<file path="config.mk">
export PLATFORM = sky130hd
export DESIGN_NAME = ivideo_align_ctl_flat
export DESIGN_NICKNAME = d
export VERILOG_FILES = /design/src/rtl/ivideo_align_pkg.sv /design/src/rtl/ivideo_align_ctl_if.sv /design/src/rtl/ivideo_align_ctl.sv /design/src/flat_wrapper.sv
export SDC_FILE = /design/constraint.sdc
export NUM_CORES = 1
export LEC_CHECK = 0
export ABC_AREA = 1
export BUFFER_PORTS_ARGS = -buffer_cell sky130_fd_sc_hd__buf_2
export CAP_MARGIN = 20
export CORE_AREA = 2 2 56 58
export CTS_CLUSTER_DIAMETER = 100
export DETAILED_ROUTE_END_ITERATION = 16
export DIE_AREA = 0 0 58 60
export PLACE_DENSITY = 0.8
export SLEW_MARGIN = 20
export SYNTH_ARGS = -nofsm -noshare
export SYNTH_HDL_FRONTEND = slang
export SYNTH_SLANG_ARGS = --single-unit
</file>
<file path="constraint.sdc">
create_clock -name clk -period 3.6 [get_ports clk]
set_input_delay 0.18 -clock clk [delete_from_list [all_inputs] [get_ports clk]]
set_output_delay 0.18 -clock clk [all_outputs]
set_load 0.03 [all_outputs]
</file>
<file path="src/rtl/ivideo_align_pkg.sv">
// Shared types and constants for the IVIDEO 1:7 word-alignment controller.
package ivideo_align_pkg;

    typedef enum logic [2:0] {
        ST_IDLE,
        ST_SETTLE,
        ST_CHECK,
        ST_SLIP,
        ST_LOCKED,
        ST_FAIL
    } state_e;

    localparam logic [6:0] DEF_PATTERN = 7'b1100011;
    localparam int         CNT_W       = 8;
    localparam int         SLIP_W      = 4;

endpackage

</file>
<file path="src/rtl/ivideo_align_ctl_if.sv">
// Control/status bundle between the alignment controller and the deserializer side.
interface ivideo_align_ctl_if;
    import ivideo_align_pkg::*;

    logic              start_i;
    logic [6:0]        q_i;
    logic              calib_o;
    logic              busy_o;
    logic              locked_o;
    logic              fail_o;
    logic [SLIP_W-1:0] slip_cnt_o;

    modport master (
        output start_i, q_i,
        input  calib_o, busy_o, locked_o, fail_o, slip_cnt_o
    );

    modport slave (
        input  start_i, q_i,
        output calib_o, busy_o, locked_o, fail_o, slip_cnt_o
    );

endinterface

</file>
<file path="src/rtl/ivideo_align_ctl.sv">
// Bit-slip word aligner: pulses CALIB until PATTERN is seen MATCH_CYC times in a row,
// then monitors the lock and re-aligns after LOSS_THR consecutive mismatches.
module ivideo_align_ctl
    import ivideo_align_pkg::*;
#(
    parameter logic [6:0] PATTERN    = DEF_PATTERN,
    parameter int         SETTLE_CYC = 8,
    parameter int         MATCH_CYC  = 16,
    parameter int         MAX_SLIPS  = 13,
    parameter int         CALIB_LEN  = 1,
    parameter int         LOSS_THR   = 4
) (
    input  logic               clk,
    input  logic               rst_i,
    ivideo_align_ctl_if.slave  bus
);

    localparam logic [CNT_W-1:0]  SETTLE_LD = CNT_W'(SETTLE_CYC - 1);
    localparam logic [CNT_W-1:0]  MATCH_LD  = CNT_W'(MATCH_CYC - 1);
    localparam logic [CNT_W-1:0]  CALIB_LD  = CNT_W'(CALIB_LEN - 1);
    localparam logic [CNT_W-1:0]  LOSS_LIM  = CNT_W'(LOSS_THR);
    localparam logic [SLIP_W-1:0] SLIP_MAX  = SLIP_W'(MAX_SLIPS);

    state_e              state_q, state_d;
    logic [CNT_W-1:0]    cnt_q, cnt_d;
    logic [CNT_W-1:0]    loss_q, loss_d;
    logic [CNT_W-1:0]    loss_inc;
    logic [SLIP_W-1:0]   slip_q, slip_d;
    logic                calib_q, calib_d;
    logic                busy_q, busy_d;
    logic                locked_q, locked_d;
    logic                fail_q, fail_d;
    logic                match;

    assign match    = (bus.q_i == PATTERN);
    assign loss_inc = (loss_q == {CNT_W{1'b1}}) ? loss_q : loss_q + CNT_W'(1);

    always_comb begin
        state_d = state_q;
        cnt_d   = cnt_q;
        loss_d  = '0;
        slip_d  = slip_q;

        case (state_q)
            ST_IDLE, ST_FAIL: begin
                if (bus.start_i) begin
                    state_d = ST_SETTLE;
                    cnt_d   = SETTLE_LD;
                    slip_d  = '0;
                end
            end
            ST_SETTLE: begin
                if (cnt_q == '0) begin
                    state_d = ST_CHECK;
                    cnt_d   = MATCH_LD;
                end else begin
                    cnt_d = cnt_q - CNT_W'(1);
                end
            end
            ST_CHECK: begin
                if (match) begin
                    if (cnt_q == '0) state_d = ST_LOCKED;
                    else             cnt_d   = cnt_q - CNT_W'(1);
                end else if (slip_q < SLIP_MAX) begin
                    // slip_q < SLIP_MAX guarantees the increment cannot pass the cap
                    state_d = ST_SLIP;
                    cnt_d   = CALIB_LD;
                    slip_d  = slip_q + SLIP_W'(1);
                end else begin
                    state_d = ST_FAIL;
                end
            end
            ST_SLIP: begin
                if (cnt_q == '0) begin
                    state_d = ST_SETTLE;
                    cnt_d   = SETTLE_LD;
                end else begin
                    cnt_d = cnt_q - CNT_W'(1);
                end
            end
            ST_LOCKED: begin
                if (bus.start_i) begin
                    state_d = ST_SETTLE;
                    cnt_d   = SETTLE_LD;
                    slip_d  = '0;
                end else if (!match) begin
                    if (loss_inc >= LOSS_LIM) begin
                        state_d = ST_SETTLE;
                        cnt_d   = SETTLE_LD;
                        slip_d  = '0;
                    end else begin
                        loss_d = loss_inc;
                    end
                end
            end
            default: state_d = ST_IDLE;
        endcase

        // Outputs are registered copies decoded from the next state
        calib_d  = (state_d == ST_SLIP);
        busy_d   = (state_d == ST_SETTLE) || (state_d == ST_CHECK) || (state_d == ST_SLIP);
        locked_d = (state_d == ST_LOCKED);
        fail_d   = (state_d == ST_FAIL);
    end

    always_ff @(posedge clk) begin
        if (rst_i) begin
            state_q  <= ST_IDLE;
            cnt_q    <= '0;
            loss_q   <= '0;
            slip_q   <= '0;
            calib_q  <= 1'b0;
            busy_q   <= 1'b0;
            locked_q <= 1'b0;
            fail_q   <= 1'b0;
        end else begin
            state_q  <= state_d;
            cnt_q    <= cnt_d;
            loss_q   <= loss_d;
            slip_q   <= slip_d;
            calib_q  <= calib_d;
            busy_q   <= busy_d;
            locked_q <= locked_d;
            fail_q   <= fail_d;
        end
    end

    assign bus.calib_o    = calib_q;
    assign bus.busy_o     = busy_q;
    assign bus.locked_o   = locked_q;
    assign bus.fail_o     = fail_q;
    assign bus.slip_cnt_o = slip_q;

endmodule

</file>
<file path="src/flat_wrapper.sv">
// flat-port wrapper written by rule: the top's interface ports become plain ports
module ivideo_align_ctl_flat import ivideo_align_pkg::*;
#(
    parameter logic [6:0] PATTERN    = DEF_PATTERN,
    parameter int         SETTLE_CYC = 8,
    parameter int         MATCH_CYC  = 16,
    parameter int         MAX_SLIPS  = 13,
    parameter int         CALIB_LEN  = 1,
    parameter int         LOSS_THR   = 4
)
  (clk, rst_i, bus_start_i, bus_q_i, bus_calib_o, bus_busy_o, bus_locked_o, bus_fail_o, bus_slip_cnt_o);
  ivideo_align_ctl_if bus_i ();
  input  logic clk;
  input  logic rst_i;
  input wire logic [$bits(bus_i.start_i)-1:0] bus_start_i;
  input wire logic [$bits(bus_i.q_i)-1:0] bus_q_i;
  output wire logic [$bits(bus_i.calib_o)-1:0] bus_calib_o;
  output wire logic [$bits(bus_i.busy_o)-1:0] bus_busy_o;
  output wire logic [$bits(bus_i.locked_o)-1:0] bus_locked_o;
  output wire logic [$bits(bus_i.fail_o)-1:0] bus_fail_o;
  output wire logic [$bits(bus_i.slip_cnt_o)-1:0] bus_slip_cnt_o;
  assign bus_i.start_i = bus_start_i;
  assign bus_i.q_i = bus_q_i;
  assign bus_calib_o = bus_i.calib_o;
  assign bus_busy_o = bus_i.busy_o;
  assign bus_locked_o = bus_i.locked_o;
  assign bus_fail_o = bus_i.fail_o;
  assign bus_slip_cnt_o = bus_i.slip_cnt_o;
  ivideo_align_ctl #(.PATTERN(PATTERN), .SETTLE_CYC(SETTLE_CYC), .MATCH_CYC(MATCH_CYC), .MAX_SLIPS(MAX_SLIPS), .CALIB_LEN(CALIB_LEN), .LOSS_THR(LOSS_THR)) u_core (.clk(clk), .rst_i(rst_i), .bus(bus_i));
endmodule
</file>
# Word level (Yosys, flattened, before mapping)

Cells that the tools add are included.

Bits in registers: 27
Output and inout bits: 8

$add $sub $neg: 3
Order comparisons: 2
Equality and inequality tests: 19
Multiplexer cells: 28
Bitwise operators: 1
Reductions and logical operators: 10

Operator list:

| operator                                               | count |
|---|---|
| two-way mux 8 bit                                      | 10 |
| case mux 8 bit (5 select lines)                        | 1 |
| two-way mux 3 bit                                      | 9 |
| two-way mux 4 bit                                      | 6 |
| case mux 3 bit (5 select lines)                        | 1 |
| equality test 3 x 2 -> 1 bit (second input constant)   | 4 |
| equality test 3 bit (second input constant)            | 4 |
| case mux 4 bit (3 select lines)                        | 1 |
| AND reduction 6 bit                                    | 2 |
| adder 8 x 1 -> 8 bit (second input constant)           | 1 |
| equality test 8 bit (second input constant)            | 1 |
| >= comparator 8 x 3 -> 1 bit (second input constant)   | 1 |
| logical NOT 8 bit                                      | 1 |
| subtractor 8 x 1 -> 8 bit (second input constant)      | 1 |
| equality test 7 bit (second input constant)            | 1 |
| equality test 3 x 1 -> 1 bit (second input constant)   | 2 |
| inequality test 3 bit (second input constant)          | 2 |
| nonzero test 5 bit                                     | 1 |
| OR reduction 5 bit                                     | 1 |
| adder 4 x 1 -> 4 bit (second input constant)           | 1 |
| < comparator 4 bit (second input constant)             | 1 |
| inequality test 2 bit (second input constant)          | 2 |
| logical NOT 3 bit                                      | 1 |
| inequality test 3 x 1 -> 1 bit (second input constant) | 1 |
| 6 further kinds                                        | 7 |

# Longest topological paths before layout

Gate-level depths: netlist of run 1.

Word-level depth: 10
Gate-level depth with buffers: 14
Depth with buffers taken out: 13

# Worst setup path before layout of run 1

Ideal clock, no wire load.

Path type: register to register
Start point: register u_core.slip_q[0] (netlist: u_core.bus.slip_cnt_o[0])
End point: register u_core.cnt_q[2]
Setup time: 0.113 ns
Arrival time: 1.706 ns
Required time: 3.487 ns
Setup slack: 1.781 ns
Cell stages (with the launch flop): 13
Period minus slack after synthesis: 1.819 ns
Cells stage by stage: dfxtp_1 > inv_1 > ha_1 > nand3b_1 > nor2_1 > nand2_2 > o21ai_2 > nor2_4 > nand3_2 > buf_6 > nand2_1 > nand2_1 > nor2_1

Cells in the longest elaborated chain, start to end: 3

Ends and longest elaborated chain:

| what                                            | line                    | RTL |
|---|---|---|
| start, declared                                 | ivideo_align_ctl.sv:28  | `logic [SLIP_W-1:0] slip_q, slip_d;` |
| start signal, assigned                          | ivideo_align_ctl.sv:120 | `slip_q <= slip_d;` |
| < comparator 4 bit                              | ivideo_align_ctl.sv:64  | `end else if (slip_q < SLIP_MAX) begin` |
| inequality test 3 x 1 -> 1 bit (no source line) | -                       |  |
| AND reduction 6 bit (no source line)            | -                       |  |
| end signal, assigned                            | ivideo_align_ctl.sv:118 | `cnt_q <= cnt_d;` |
| end, declared                                   | ivideo_align_ctl.sv:25  | `logic [CNT_W-1:0] cnt_q, cnt_d;` |

No other way between the ends.
A chain may end at the register's enable or synchronous reset.

# Worst setup path after layout of run 1

Start point: register u_core.loss_q[0]
End point: register u_core.cnt_q[7]

Cells in the longest elaborated chain, start to end: 5
Elaborated cells between the ends (all ways): 6

Ends and longest elaborated chain:

| what                                                        | line                    | RTL |
|---|---|---|
| start, declared                                             | ivideo_align_ctl.sv:26  | `logic [CNT_W-1:0] loss_q, loss_d;` |
| start signal, assigned                                      | ivideo_align_ctl.sv:119 | `loss_q <= loss_d;` |
| adder 8 x 1 -> 8 bit or equality test 8 bit (tied branches) | ivideo_align_ctl.sv:36  | `assign loss_inc = (loss_q == {CNT_W{1'b1}}) ? loss_q : loss_q + CNT_W'(1);` |
| two-way mux 8 bit (*)                                       | ivideo_align_ctl.sv:36  |  |
| >= comparator 8 x 3 -> 1 bit (*)                            | ivideo_align_ctl.sv:87  | `if (loss_inc >= LOSS_LIM) begin` |
| inequality test 3 x 2 -> 1 bit (no source line) (*)         | -                       |  |
| AND reduction 6 bit (no source line) (*)                    | -                       |  |

Mark *: on every way between the ends. The rest lies on a longest branch, timed or not.

==> results of run 1 <==
[placed cells by master, fill, tap and decap left out, types with 5 or more instances in the layout]
master / Yosys / final
nor2_2: 7 / 7
conb_1: 1 / 6
nand2_2: 6 / 6
o21ai_0: 7 / 7
inv_1: 37 / 37
xor2_1: 5 / 5
nand2_1: 56 / 56
ha_1: 5 / 5
buf_2: 0 / 17
dfxtp_1: 27 / 27
nand3_1: 24 / 24
nor2_1: 30 / 30
a21oi_1: 13 / 13
nand4_1: 6 / 6
[worst reg2reg max path, stage by stage (launching register included)]
cell	delay (ns)
dfxtp_1	0.36
ha_1	0.25
nand2_1	0.11
nor2_1	0.05
nand2_2	0.13
nand3_1	0.08
nor2_1	0.20
nand4_2	0.20
nand3_2	0.23
nand2_1	0.08
nand2_1	0.06
nor2_1	0.04
[cell families (layout without fill, tap and decap cells)]
group	count (synthesis)	in the layout
xor gates and xnor gates	7	7
adders and majority gates	5	5
DFF	27	27
other	1	6
AOI/OAI and AO/OA	29	29
and+or+nand+nor	139	139
buffers and inverters	44	61
[state kept, by name, indices dropped and copies added (netlist names)]
signal	cells
u_core.cnt_q	8
u_core.loss_q	8
u_core.bus.slip_cnt_o	4
u_core.state_q	3
u_core.bus.busy_o	1
u_core.bus.calib_o	1
u_core.bus.fail_o	1
u_core.bus.locked_o	1
[worst max-delay path by stage]
stage / start / to / slack [ns] / cells after the start
after global placement: u_core.loss_q[0] / u_core.cnt_q[7] / 1.73 / 11
after floorplan: u_core.bus.slip_cnt_o[0] / u_core.cnt_q[2] / 1.78 / 12
after CTS: u_core.loss_q[0] / u_core.cnt_q[2] / 1.69 / 11
after global routing: u_core.loss_q[1] / u_core.cnt_q[4] / 1.47 / 12
after detailed placement: u_core.loss_q[0] / u_core.cnt_q[7] / 1.71 / 11
final: u_core.loss_q[0] / u_core.cnt_q[7] / 1.71 / 11
[metrics by stage]
stage,hold WS (ns),utilization,std cells,setup WS (ns),total power [mW]
2_1_floorplan,0.415,-,257,1.78,0.649
5_1_grt,0.129,0.625,307,1.47,0.913
3_3_place_gp,0.471,0.616,303,1.73,0.707
4_1_cts,0.117,0.625,307,1.69,0.840
6_report,0.114,0.625,307,1.71,0.837
3_5_place_dp,0.476,0.616,303,1.71,0.708
[cell type report]
cell class                 instances  area (µm²)
fill                             266        1090
multi-input combinational        186         970
sequential                        27         541
inverter                          40         150
timing repair buffer              17        85.1
tap                               33        41.3
clock buffer                       4        26.3
[report_power, final]
| group | switching [mW] | internal [mW] | total [mW] |
|---|---|---|---|
| clock | 0.0874 | 0.0436 | 0.131 |
| sequential | 0.0321 | 0.335 | 0.367 |
| combinational | 0.219 | 0.120 | 0.340 |
[metal layers]
layer | wire [µm] | up-vias | GRT usage
met2 | 1400 | 46 | 0.356
met1 | 1520 | 684 | 0.290
met3 | 185 | 5 | 0.0216
met5 | 0 | - | 0
li1 | - | 844 | -
met4 | 57 | 0 | 0.0831
==> results.sh, run 1 <==
export IMPL_grt_use_total=0.215
export IMPL_grt_ovfl_total=0
export IMPL_hpwl_um=2520
export IMPL_muxShareOfSynthArea=0
export IMPL_cts_resized=0
export IMPL_syn_inst=252
export IMPL_crit_path_cell_trace="ha_1, nand2_1, nor2_1, nand2_2, nand3_1, nor2_1, nand4_2, nand3_2, nand2_1, nand2_1, nor2_1"
export IMPL_synth_fa_ha_area_frac=0.0373
export IMPL_synth_top_family_by_area="simple AND/OR/NAND/NOR gates"
export IMPL_finalHoldViolations=0
export IMPL_min_period_ns=1.89
export IMPL_clockBufferDepth=2
export IMPL_grt_pass1_wl_um=5840
export IMPL_path_class="reg -> reg"
export IMPL_finClkSkew_ns=0.00421
export IMPL_wl_per_cell_um=10.3
export IMPL_coreArea_um2=2900
export IMPL_diodes=0
export IMPL_leakagePower_nw=0.944
export IMPL_cts_root_buffer="clkbuf_4"
export IMPL_grt_setup_unrepaired="no"
export IMPL_slew_viol_final=0
export IMPL_yosys_warnings=0
export IMPL_r2r_slack_ns=1.71
export IMPL_r2r_cells=11
export IMPL_hold_path_end="u_core.state_q[0]"
export IMPL_synth_xor_area_frac=0.0366
export IMPL_status="completed"
export IMPL_die_area_um2=3480
export IMPL_viasPerCell=5.14
export IMPL_drive_gt1_frac=0.161
export IMPL_worstHoldPathCells=2
export IMPL_postRouteAntennaNets=0
export IMPL_r2r_end="u_core.cnt_q[7]"
export IMPL_cts_max_level=1
export IMPL_ys_async_sr_fraction=0
export IMPL_first_pass_iters=4
export IMPL_clk_latency_ns=0.33
export IMPL_setup_viol=0
export IMPL_design_area_um2=1810
export IMPL_cts_tree="built"
export IMPL_synth_top_area_cell="dfxtp_1"
export IMPL_area_delta_synth_final_pct=8.22
export IMPL_startpoint_type="register"
export IMPL_p_per_area_nw_per_um2=462
export IMPL_synth_edff_count=0
export IMPL_dpl_cell_area_um2=1790
export IMPL_gp_congestion=0.930
export IMPL_synth_compound_area_frac=0.102
export IMPL_path_clk_slew_ns=0.14
export IMPL_maxCapViolCount=0
export IMPL_yosysTopAreaCellShare=0.323
export IMPL_cp_required_ns=3.84
export IMPL_hp_class="in -> reg"
export IMPL_cts_hold_buffers=0
export IMPL_start_util=0.577
export IMPL_cts_buffers=3
export IMPL_placementRows=20
export IMPL_yosys_area_share_simple=0.389
export IMPL_cts_sinks=27
export IMPL_antenna_found_initial=0
export IMPL_tns_ns=0
export IMPL_synth_seq_area_share=0.323
export IMPL_synth_area_leaders="dfxtp_1 32%, nand2_1 13%, inv_1 8.3%"
export IMPL_crit_path_max_fanout=12
export IMPL_hold_start="rst_i"
export IMPL_finalWirelength_um=3170
export IMPL_syn_avg_cell_area_um2=6.65
export IMPL_netlist_area_um2=1680
export IMPL_slowest_delay_ns=0.36
export IMPL_synth_most_common_cell="nand2_1"
export IMPL_grt_pass1_vias=1385
export IMPL_vias=1579
export IMPL_die_w_um=58
export IMPL_cp_num_buf_inv=0
export IMPL_irDropWorstVdd_v=0.000250
export IMPL_crit_arrival_ns=2.13
export IMPL_drtIter0Drc=102
export IMPL_synthDistinctLibCells=33
export IMPL_endpoint_kind="register"
export IMPL_fp_dieH_um=60
export IMPL_fin_crit_sh=0.525
export IMPL_grt_max_degree=15
export IMPL_rr_startpoint="u_core.loss_q[0]"
export IMPL_drcViolationCount=0
export IMPL_cp_top_family="simple AND/OR/NAND/NOR gates"
export IMPL_crit_path_top_delay_cell="dfxtp_1"
export IMPL_synth_seq_cells=27
export IMPL_fmax_mhz=529
export IMPL_nets=290
export IMPL_ys_flop_type="dfxtp_1"
export IMPL_boundaryPins=18
export IMPL_yosys_top_cells_count="56 x nand2_1, 37 x inv_1, 30 x nor2_1"
export IMPL_io_buffers=17
export IMPL_post_cts_buffers=0
Note: power is estimated with default switching activity, not from simulation.
==> run 2: changes to the inputs <==
--- a/config.mk
+++ b/config.mk
@@ -8,11 +8,11 @@
 export ABC_AREA = 1
 export BUFFER_PORTS_ARGS = -buffer_cell sky130_fd_sc_hd__buf_2
 export CAP_MARGIN = 20
-export CORE_AREA = 2 2 56 58
+export CORE_AREA = 2 2 57 59
 export CTS_CLUSTER_DIAMETER = 100
 export DETAILED_ROUTE_END_ITERATION = 16
-export DIE_AREA = 0 0 58 60
-export PLACE_DENSITY = 0.8
+export DIE_AREA = 0 0 59 61
+export PLACE_DENSITY = 0.77
 export SLEW_MARGIN = 20
 export SYNTH_ARGS = -nofsm -noshare
 export SYNTH_HDL_FRONTEND = slang
==> constraint.sdc (replaced) <==
create_clock -name clk -period 1.9 [get_ports clk]
set_input_delay 0.095 -clock clk [delete_from_list [all_inputs] [get_ports clk]]
set_output_delay 0.095 -clock clk [all_outputs]
set_load 0.03 [all_outputs]
==> results.sh, run 2 (synthesis gave the netlist of run 1 again) <==
export IMPL_slew_viol_final=0
export IMPL_fin_cells=310
export IMPL_hpwl_um=2550
export IMPL_path_class="reg -> reg"
export IMPL_finalHoldViolations=0
export IMPL_r2r_slack_ns=0.12
export IMPL_hold_start="rst_i"
export IMPL_startpoint_type="register"
export IMPL_finalWirelength_um=3220
export IMPL_p_int_uw=966
export IMPL_vias=1554
export IMPL_wl_per_cell_um=10.4
export IMPL_final_common_cell="nand2_1"
export IMPL_hp_class="in -> reg"
export IMPL_irDropWorstVdd_v=0.000432
export IMPL_min_period_ns=1.78
export IMPL_grt_max_degree=15
export IMPL_fp_dieH_um=61
export IMPL_p_per_area_nw_per_um2=870
export IMPL_total_power_mw=1.61
export IMPL_startpoint="u_core.loss_q[0]"
export IMPL_leakagePower_nw=0.959
export IMPL_dp_cells=306
export IMPL_gp_congestion=0.923
export IMPL_cts_sinks=27
export IMPL_area_delta_synth_final_pct=10.6
export IMPL_cts_buffers=3
export IMPL_endpoint_kind="register"
export IMPL_worstHoldPathCells=2
export IMPL_drtIter0Drc=54
export IMPL_final_cell_mix="56 x nand2_1, 37 x inv_1, 28 x nor2_1, 25 x dfxtp_1, 24 x nand3_1"
export IMPL_drive_gt1_frac=0.188
export IMPL_fin_crit_sh=0.937
export IMPL_hold_ws_ns=0.0269
export IMPL_swShare=0.401
export IMPL_rr_startpoint="u_core.loss_q[0]"
export IMPL_grt_pass1_wl_um=5460
export IMPL_first_pass_iters=4
export IMPL_io_buffers=17
export IMPL_boundaryPins=18
export IMPL_crit_path_max_fanout=8
export IMPL_r2r_cells=10
export IMPL_cts_hold_buffers=0
export IMPL_p_comb_frac=0.414
export IMPL_netSwitchingPower_uw=646
export IMPL_nFillCells=285
export IMPL_viasPerCell=5.01
export IMPL_maxCapViolCount=0
export IMPL_cts_tree="built"
export IMPL_finClkSkew_ns=0.00116
export IMPL_grt_setup_unrepaired="yes"
export IMPL_design_area_um2=1850
export IMPL_hold_path_end="u_core.state_q[0]"
export IMPL_clockBufferDepth=2
export IMPL_cts_max_level=1
export IMPL_crit_arrival_ns=2.06
export IMPL_pwr_share_clk=0.155
export IMPL_grt_use_total=0.199
export IMPL_dpl_cell_area_um2=1810
export IMPL_path_clk_slew_ns=0.13
export IMPL_grt_pass1_vias=1367
export IMPL_r2r_end="u_core.bus.slip_cnt_o[1]"
export IMPL_power_share_sequential=0.431
export IMPL_nets=293
export IMPL_fmax_mhz=562
export IMPL_cp_required_ns=2.18
export IMPL_die_area_um2=3600
export IMPL_die_w_um=59
export IMPL_coreArea_um2=2950
export IMPL_status="completed"
export IMPL_setup_viol=0
export IMPL_start_util=0.567
export IMPL_antenna_found_initial=0
export IMPL_postRouteAntennaNets=0
export IMPL_clk_latency_ns=0.33
export IMPL_diodes=0
export IMPL_drcViolationCount=0
export IMPL_grt_ovfl_total=0
export IMPL_cts_root_buffer="clkbuf_4"
export IMPL_placementRows=20
## run 2: cell count changes in the layout (fill, tap and decap cells not counted)
cell     previous run  this run
o21ai_1             0         1
dfxtp_2             0         2
ha_1                5         4
nor2_2              7         9
dfxtp_1            27        25
nor2_1             30        28
buf_4               0         3
nand3_2             1         0
o21ai_0             7         6
ha_2                0         1
nand3_4             0         1
## run 2: final cells by class
cell class                 instances  area [µm²]  area share
multi-input combinational        186         985       0.531
timing repair buffer              20         108      0.0581
clock buffer                       4        26.3      0.0142
tap                               33        41.3      0.0223
inverter                          40         150      0.0810
sequential                        27         543       0.293
## run 2: through the flow
stage | utilization | TNS, ns | setup slack (ns)
floorplan | - | 0 | 0.0814
global placement | 0.613 | 0 | 0.0709
detailed placement | 0.613 | 0 | 0.0611
CTS | 0.622 | 0 | 0.0404
global route | 0.628 | -0.123 | -0.0348
finish | 0.628 | 0 | 0.120
## run 2: how the worst max path moves through the flow
stage | end | slack [ns] | depth (start not counted)
final | u_core.bus.slip_cnt_o[1] | 0.12 | 10
after global routing | u_core.bus.slip_cnt_o[1] | -0.03 | 10
after CTS | u_core.cnt_q[7] | 0.04 | 11
after detailed placement | u_core.cnt_q[4] | 0.06 | 11
after global placement | u_core.cnt_q[7] | 0.07 | 11
after floorplan | u_core.cnt_q[2] | 0.08 | 12
## run 2: timing repair
| action | CTS | global route |
|---|---|---|
| setup endpoints to repair | 0 | 19 |
| resized for setup | 0 | 7 |
| setup buffers | 0 | 0 |
## run 2: metal layers
metal	vias up	track usage	routed length [µm]
li1	846	-	-
met1	674	0.249	1520
met4	0	0.0942	63
met5	-	0	0
met2	29	0.344	1490
met3	5	0.0213	144
## run 2: worst max-delay path, cell delays in order (launching register included)
cell and delay, ns:
dfxtp_2 0.36, ha_2 0.21, nand2_1 0.09, nor2_1 0.05, nand2_2 0.14, nand3_1 0.11, nor2_2 0.16, nand4_2 0.19
nand3_1 0.21, nand2_1 0.08, a21oi_1 0.12
## run 2: power by group through the flow
stage / Sequential (mW) / Clock (mW) / Combinational, mW
detailed placement: 0.705 / 0 / 0.660
global placement: 0.707 / 0 / 0.653
finish: 0.695 / 0.250 / 0.668
floorplan: 0.710 / 0 / 0.519
global route: 0.705 / 0.277 / 0.767
CTS: 0.694 / 0.257 / 0.662
